==> src/rtl/uart_tx_param.sv <==
// UART transmitter with a DEPTH-word input FIFO; frames are start, DATA_BITS LSB-first,
// optional parity and 1 or 2 stop bits, sent back-to-back while words are queued.
module uart_tx_param #(
  parameter int unsigned CLK_FREQ    = 50_000_000,
  parameter int unsigned BAUD_RATE   = 115_200,
  parameter int unsigned DATA_BITS   = 8,
  parameter int unsigned PARITY_MODE = 0,
  parameter int unsigned STOP_BITS   = 1,
  parameter int unsigned DEPTH       = 4
) (
  input  logic                         clk,
  input  logic                         rst,
  input  logic [DATA_BITS-1:0]         tx_data,
  input  logic                         tx_valid,
  output logic                         tx_ready,
  output logic                         serial_out,
  output logic                         busy,
  output logic [$clog2(DEPTH+1)-1:0]   fifo_count
);

  localparam int unsigned Cpb    = CLK_FREQ / BAUD_RATE;
  localparam int unsigned CntW   = $clog2(Cpb);
  localparam int unsigned IdxW   = $clog2(DATA_BITS);
  localparam int unsigned PtrW   = $clog2(DEPTH);
  localparam int unsigned CountW = $clog2(DEPTH + 1);

  localparam logic [CntW-1:0]   CntMax    = CntW'(Cpb - 1);
  localparam logic [IdxW-1:0]   IdxMax    = IdxW'(DATA_BITS - 1);
  localparam logic [CountW-1:0] CountFull = CountW'(DEPTH);
  localparam bit                HasParity = (PARITY_MODE != 0);
  localparam bit                OddParity = (PARITY_MODE == 2);
  localparam logic              LastStop  = (STOP_BITS == 2);

  if (Cpb < 2) begin : gen_bad_cpb
    $error("uart_tx_param: CLK_FREQ/BAUD_RATE must be at least 2");
  end
  if (DATA_BITS < 5 || DATA_BITS > 9) begin : gen_bad_data_bits
    $error("uart_tx_param: DATA_BITS must be 5..9");
  end
  if (PARITY_MODE > 2) begin : gen_bad_parity
    $error("uart_tx_param: PARITY_MODE must be 0, 1 or 2");
  end
  if (STOP_BITS != 1 && STOP_BITS != 2) begin : gen_bad_stop
    $error("uart_tx_param: STOP_BITS must be 1 or 2");
  end
  if (DEPTH < 2 || (DEPTH & (DEPTH - 1)) != 0) begin : gen_bad_depth
    $error("uart_tx_param: DEPTH must be a power of 2, >= 2");
  end

  // ---------------------------------------------------------------------------------------------
  // FIFO
  // ---------------------------------------------------------------------------------------------
  logic [DATA_BITS-1:0] mem_q [DEPTH];
  logic [PtrW-1:0]      wr_ptr_q, rd_ptr_q;
  logic [CountW-1:0]    count_q;
  logic                 push, pop;
  logic [DATA_BITS-1:0] head;

  assign tx_ready   = (count_q != CountFull);
  assign push       = tx_valid & tx_ready;
  assign head       = mem_q[rd_ptr_q];
  assign fifo_count = count_q;

  always_ff @(posedge clk) begin
    if (push) begin
      mem_q[wr_ptr_q] <= tx_data;
    end
  end

  always_ff @(posedge clk) begin
    if (rst) begin
      wr_ptr_q <= '0;
      rd_ptr_q <= '0;
      count_q  <= '0;
    end else begin
      if (push) wr_ptr_q <= wr_ptr_q + PtrW'(1);
      if (pop)  rd_ptr_q <= rd_ptr_q + PtrW'(1);
      case ({push, pop})
        2'b10:   count_q <= count_q + CountW'(1);
        2'b01:   count_q <= count_q - CountW'(1);
        default: count_q <= count_q;
      endcase
    end
  end

  // ---------------------------------------------------------------------------------------------
  // Frame FSM
  // ---------------------------------------------------------------------------------------------
  typedef enum logic [2:0] {StIdle, StStart, StData, StParity, StStop} state_e;

  state_e               state_q, state_d;
  logic [CntW-1:0]      cnt_q, cnt_d;
  logic [IdxW-1:0]      idx_q, idx_d;
  logic [DATA_BITS-1:0] shift_q, shift_d;
  logic                 par_q, par_d;
  logic                 stop_q, stop_d;
  logic                 bit_end;

  always_comb begin
    state_d = state_q;
    idx_d   = idx_q;
    shift_d = shift_q;
    par_d   = par_q;
    stop_d  = stop_q;
    pop     = 1'b0;
    bit_end = (cnt_q == CntMax);
    cnt_d   = (state_q == StIdle || bit_end) ? '0 : cnt_q + CntW'(1);

    unique case (state_q)
      StIdle: begin
        if (count_q != '0) begin
          pop     = 1'b1;
          shift_d = head;
          par_d   = (^head) ^ OddParity;
          state_d = StStart;
        end
      end
      StStart: begin
        if (bit_end) begin
          idx_d   = '0;
          state_d = StData;
        end
      end
      StData: begin
        if (bit_end) begin
          shift_d = shift_q >> 1;
          if (idx_q == IdxMax) begin
            stop_d  = 1'b0;
            state_d = HasParity ? StParity : StStop;
          end else begin
            idx_d = idx_q + IdxW'(1);
          end
        end
      end
      StParity: begin
        if (bit_end) begin
          stop_d  = 1'b0;
          state_d = StStop;
        end
      end
      StStop: begin
        if (bit_end) begin
          if (stop_q == LastStop) begin
            // Chain straight into the next frame when a word is waiting.
            if (count_q != '0) begin
              pop     = 1'b1;
              shift_d = head;
              par_d   = (^head) ^ OddParity;
              state_d = StStart;
            end else begin
              state_d = StIdle;
            end
          end else begin
            stop_d = 1'b1;
          end
        end
      end
      default: state_d = StIdle;
    endcase
  end

  always_ff @(posedge clk) begin
    if (rst) begin
      state_q <= StIdle;
      cnt_q   <= '0;
      idx_q   <= '0;
      shift_q <= '0;
      par_q   <= 1'b0;
      stop_q  <= 1'b0;
    end else begin
      state_q <= state_d;
      cnt_q   <= cnt_d;
      idx_q   <= idx_d;
      shift_q <= shift_d;
      par_q   <= par_d;
      stop_q  <= stop_d;
    end
  end

  always_comb begin
    serial_out = 1'b1;
    unique case (state_q)
      StStart:  serial_out = 1'b0;
      StData:   serial_out = shift_q[0];
      StParity: serial_out = par_q;
      default:  serial_out = 1'b1;
    endcase
  end

  assign busy = (state_q != StIdle);

endmodule

==> config.mk <==
export PLATFORM = sky130hd
export DESIGN_NAME = uart_tx_param
export DESIGN_NICKNAME = d
export VERILOG_FILES = /design/src/rtl/uart_tx_param.sv
export SDC_FILE = /design/constraint.sdc
export NUM_CORES = 1
export LEC_CHECK = 0
export CAP_MARGIN = 40
export CORE_ASPECT_RATIO = 0.9
export CORE_UTILIZATION = 60
export DETAILED_ROUTE_END_ITERATION = 12
export GPL_TIMING_DRIVEN = 0
export PLACE_DENSITY = 0.8
export SKIP_LAST_GASP = 1
export SYNTH_ARGS = -nofsm -noshare
export SYNTH_HDL_FRONTEND = slang
export SYNTH_SLANG_ARGS = --single-unit
==> constraint.sdc <==
create_clock -name clk -period 7.2 [get_ports clk]
set_clock_uncertainty 0.05 [all_clocks]
set_input_delay 1.44 -clock clk [delete_from_list [all_inputs] [get_ports clk]]
set_output_delay 1.44 -clock clk [all_outputs]
set_load 0.05 [all_outputs]
==> results.json <==
{
  "die-area_um2": 4990,
  "hold_viol_final": 0,
  "synth_edf_count": 32,
  "p_int_mw": 0.847,
  "grt.overflow.total": 0,
  "irDropWorstVdd_v": 0.000213,
  "crit_path_end_kind": "output pin",
  "startpoint_type": "flip-flop",
  "cts_setup_buffers": 0,
  "instances_no_fill": 318,
  "p_seq_share_pct": 38.1,
  "synthMuxAreaShare_pct": 11.2,
  "die_height_um": 67.1,
  "avgSynthCellArea_um2": 12.6,
  "cts_resized": 0,
  "hpwl_um": 3240,
  "rsz0062_at_grt": "false",
  "setup_viol": 0,
  "worst_ep_required_time_ns": 5.71,
  "pwr-share-comb_pct": 35.1,
  "power_switching_mw": 0.402,
  "grt_pass1_vias": 1683,
  "yosys_warnings": 0,
  "synth_cells": 224,
  "die_w_um": 74.4,
  "hold_slack_ns": 0.410,
  "vias_per_cell": 5.38,
  "numCtsBuffers": 9,
  "setup_tns_ns": 0,
  "min-delay-start": "idx_q[1]",
  "drtIter0Drc": 70,
  "antenna_found_initial": 0,
  "seq_area_frac_synth_pct": 57.3,
  "synth_fp_nets": 245,
  "area_delta_synth_final_pct": 16.1,
  "synth_flop_cell": "dfxtp_1",
  "num-fill-cells": 319,
  "swShare_pct": 32.2,
  "leakage_nw": 1.19,
  "r2r-end": "fifo_count[2]",
  "hold_path.class": "flip-flop to flip-flop",
  "postRouteWirelength_um": 4660,
  "cp_data_arrival_time_ns": 1.99,
  "rows": 23,
  "status": "finished clean",
  "cts_hold_buf": 0,
  "first_pass_iters": 6,
  "vias": 1710,
  "syn_area_um2": 2830,
  "tightest_slew_ns": 0.632,
  "yosys.area_share.simple_pct": 12.9,
  "r2r-start": "cnt_q[0]",
  "regArea_um2": 1620,
  "place_inst": 302,
  "clockBufferDepth": 2,
  "wl_per_cell_um": 14.7,
  "grt.total_usage_pct": 22.0,
  "clock-sinks": 65,
  "drc": 0,
  "fin_ws_ns": 3.72,
  "slew_headroom_pct": 57.3,
  "grt_pass1_wl_um": 7670,
  "synthDistinctLibCells": 39,
  "io_buffer_count": 16,
  "cts-root-buf": "clkbuf_8",
  "final_layout_size_suffix_gt1_share_pct": 16.0,
  "cap_violations": 0,
  "fin_crit_sh_pct": 48.4,
  "multi_input_area_um2": 1120,
  "htreeDepth": 3,
  "fp.coreArea_um2": 4490,
  "synth_compound_area_share_pct": 4.73,
  "crit_type": "flip-flop to output pin",
  "utilization_pct": 73.2,
  "reg2reg_depth": 11,
  "postLayoutCellArea_um2": 3290,
  "slew_violations": 0,
  "cts_tree": "built",
  "dpl_cell_area_um2": 3070,
  "pre_cts_ws_ns": 3.68,
  "synth_fa_ha_area_share_pct": 4.69,
  "clk_latency_ns": 0.34,
  "gp_congestion": 0.746,
  "p_per_area_nw_per_um2": 380,
  "path_clk_slew_ns": 0.07,
  "grt_max_degree": 13,
  "synth_top_family_by_area": "simple AND/OR/NAND/NOR gates",
  "n_antenna_cell": 0,
  "total_power_mw": 1.25,
  "r2r_setup_slack_ns": 4.21,
  "start_util_pct": 63.0,
  "final_net_count": 272,
  "holdPathEnd": "idx_q[1]",
  "min_path_cells": 2,
  "yosys_register_bits": 65,
  "clkPwrFrac_pct": 26.8,
  "layout_min_cycle_time_ns": 3.48,
  "drtAntennaViolNets": 0,
  "cp_max_fo": 10,
  "synth_xor_area_share_pct": 5.88,
  "fmax_ghz": 0.287,
  "io_pins": 17,
  "async_reset_ff_share_pct": 0
}
==> critical path: stages (launching register included) <==
cell and delay (ns):
dfxtp_1 0.31, clkbuf_1 0.34, a311o_1 0.20, clkdlybuf4s50_1 0.80
==> state kept, by name, summed over array words and instances (netlist names), named ones only <==
signal / count
mem_q: 32
cnt_q: 9
shift_q: 8
fifo_count: 3
idx_q: 3
state_q: 3
rd_ptr_q: 2
wr_ptr_q: 2
par_q: 1
==> worst max path at each step <==
| stage | start | endpoint | cells past startpoint |
|---|---|---|---|
| 2_1_floorplan | fifo_count[2] | fifo_count[2] | 9 |
| 3_5_place_dp | tx_valid | fifo_count[2] | 9 |
| 5_1_grt | state_q[2] | busy | 3 |
| 6_report | state_q[2] | serial_out | 3 |
| 4_1_cts | state_q[2] | busy | 3 |
| 3_3_place_gp | tx_valid | fifo_count[2] | 9 |
==> area by class of cell <==
cell class	count	area share (%)
Clock inverter	7	2.89
Tap cell	62	2.36
Sequential cell	65	49.4
Timing Repair Buffer	16	4.87
Multi-Input combinational cell	140	34.0
Inverter	9	1.03
Clock buffer	9	3.77
Buffer	10	1.75
==> kinds of logic after synthesis <==
kind of cell	after synthesis
AOI/OAI and AO/OA	20
muxes	21
buffers and inverters	19
DFF	65
and+or+nand+nor	70
xor gates and xnor gates	19
adders and majority gates	10
==> synth_stat cells (3+ instances only) <==
| cell | instances | share of area (%) |
|---|---|---|
| nor2b_1 | 3 | 0.66 |
| mux4_2 | 8 | 6.4 |
| xnor2_1 | 14 | 4.3 |
| a211oi_1 | 4 | 1.1 |
| ha_1 | 9 | 4.0 |
| nand3_1 | 7 | 1.2 |
| edfxtp_1 | 32 | 34 |
| clkbuf_1 | 4 | 0.53 |
| and3_1 | 4 | 0.88 |
| inv_1 | 9 | 1.2 |
| xor2_1 | 5 | 1.5 |
| nand2_1 | 9 | 1.2 |
| nor2_1 | 32 | 4.2 |
| a21oi_1 | 8 | 1.4 |
| buf_2 | 3 | 0.53 |
| dfxtp_1 | 33 | 23 |
| mux2i_1 | 7 | 2.5 |
| mux2_2 | 6 | 2.4 |
==> metal layers <==
metal | global-route usage [%] | vias up | wire [µm]
met5 | 0 | - | 0
met4 | 10.1 | 0 | 83
met3 | 9.10 | 9 | 168
met2 | 37.0 | 28 | 2320
met1 | 24.2 | 819 | 2090
li1 | - | 854 | -
==> cells in the final DEF (no fill, tap or decap), types with 2 or more instances in the layout <==
| master | netlist | final |
|---|---|---|
| clkinv_4 | 0 | 2 |
| mux2i_1 | 7 | 7 |
| edfxtp_1 | 32 | 32 |
| o21ai_0 | 2 | 2 |
| xor2_1 | 5 | 5 |
| a21oi_1 | 8 | 8 |
| mux4_2 | 8 | 8 |
| nand3b_1 | 2 | 2 |
| buf_6 | 2 | 2 |
| or3_1 | 2 | 2 |
| nand3_1 | 7 | 7 |
| bufinv_16 | 0 | 2 |
| buf_2 | 3 | 3 |
| inv_1 | 9 | 9 |
| nor2b_1 | 3 | 3 |
| and3_1 | 4 | 4 |
| clkdlybuf4s50_1 | 0 | 16 |
| nand2_1 | 9 | 9 |
| and2_1 | 2 | 2 |
| clkbuf_8 | 0 | 9 |
| clkbuf_1 | 4 | 4 |
| dfxtp_1 | 33 | 33 |
| nor2_1 | 32 | 32 |
| mux2_2 | 6 | 6 |
| clkinv_2 | 0 | 2 |
| ha_1 | 9 | 9 |
| xnor2_1 | 14 | 14 |
| a211oi_1 | 4 | 4 |
| nor3b_1 | 2 | 2 |
==> power by group through the flow <==
stage | logic, mW | clock network [mW] | registers, mW
2_1_floorplan | 0.333 | 0 | 0.498
3_3_place_gp | 0.429 | 0 | 0.481
3_5_place_dp | 0.440 | 0 | 0.484
4_1_cts | 0.444 | 0.340 | 0.477
5_1_grt | 0.482 | 0.354 | 0.483
6_report | 0.438 | 0.335 | 0.476
No activity file was read; power rests on OpenSTA's default activity.
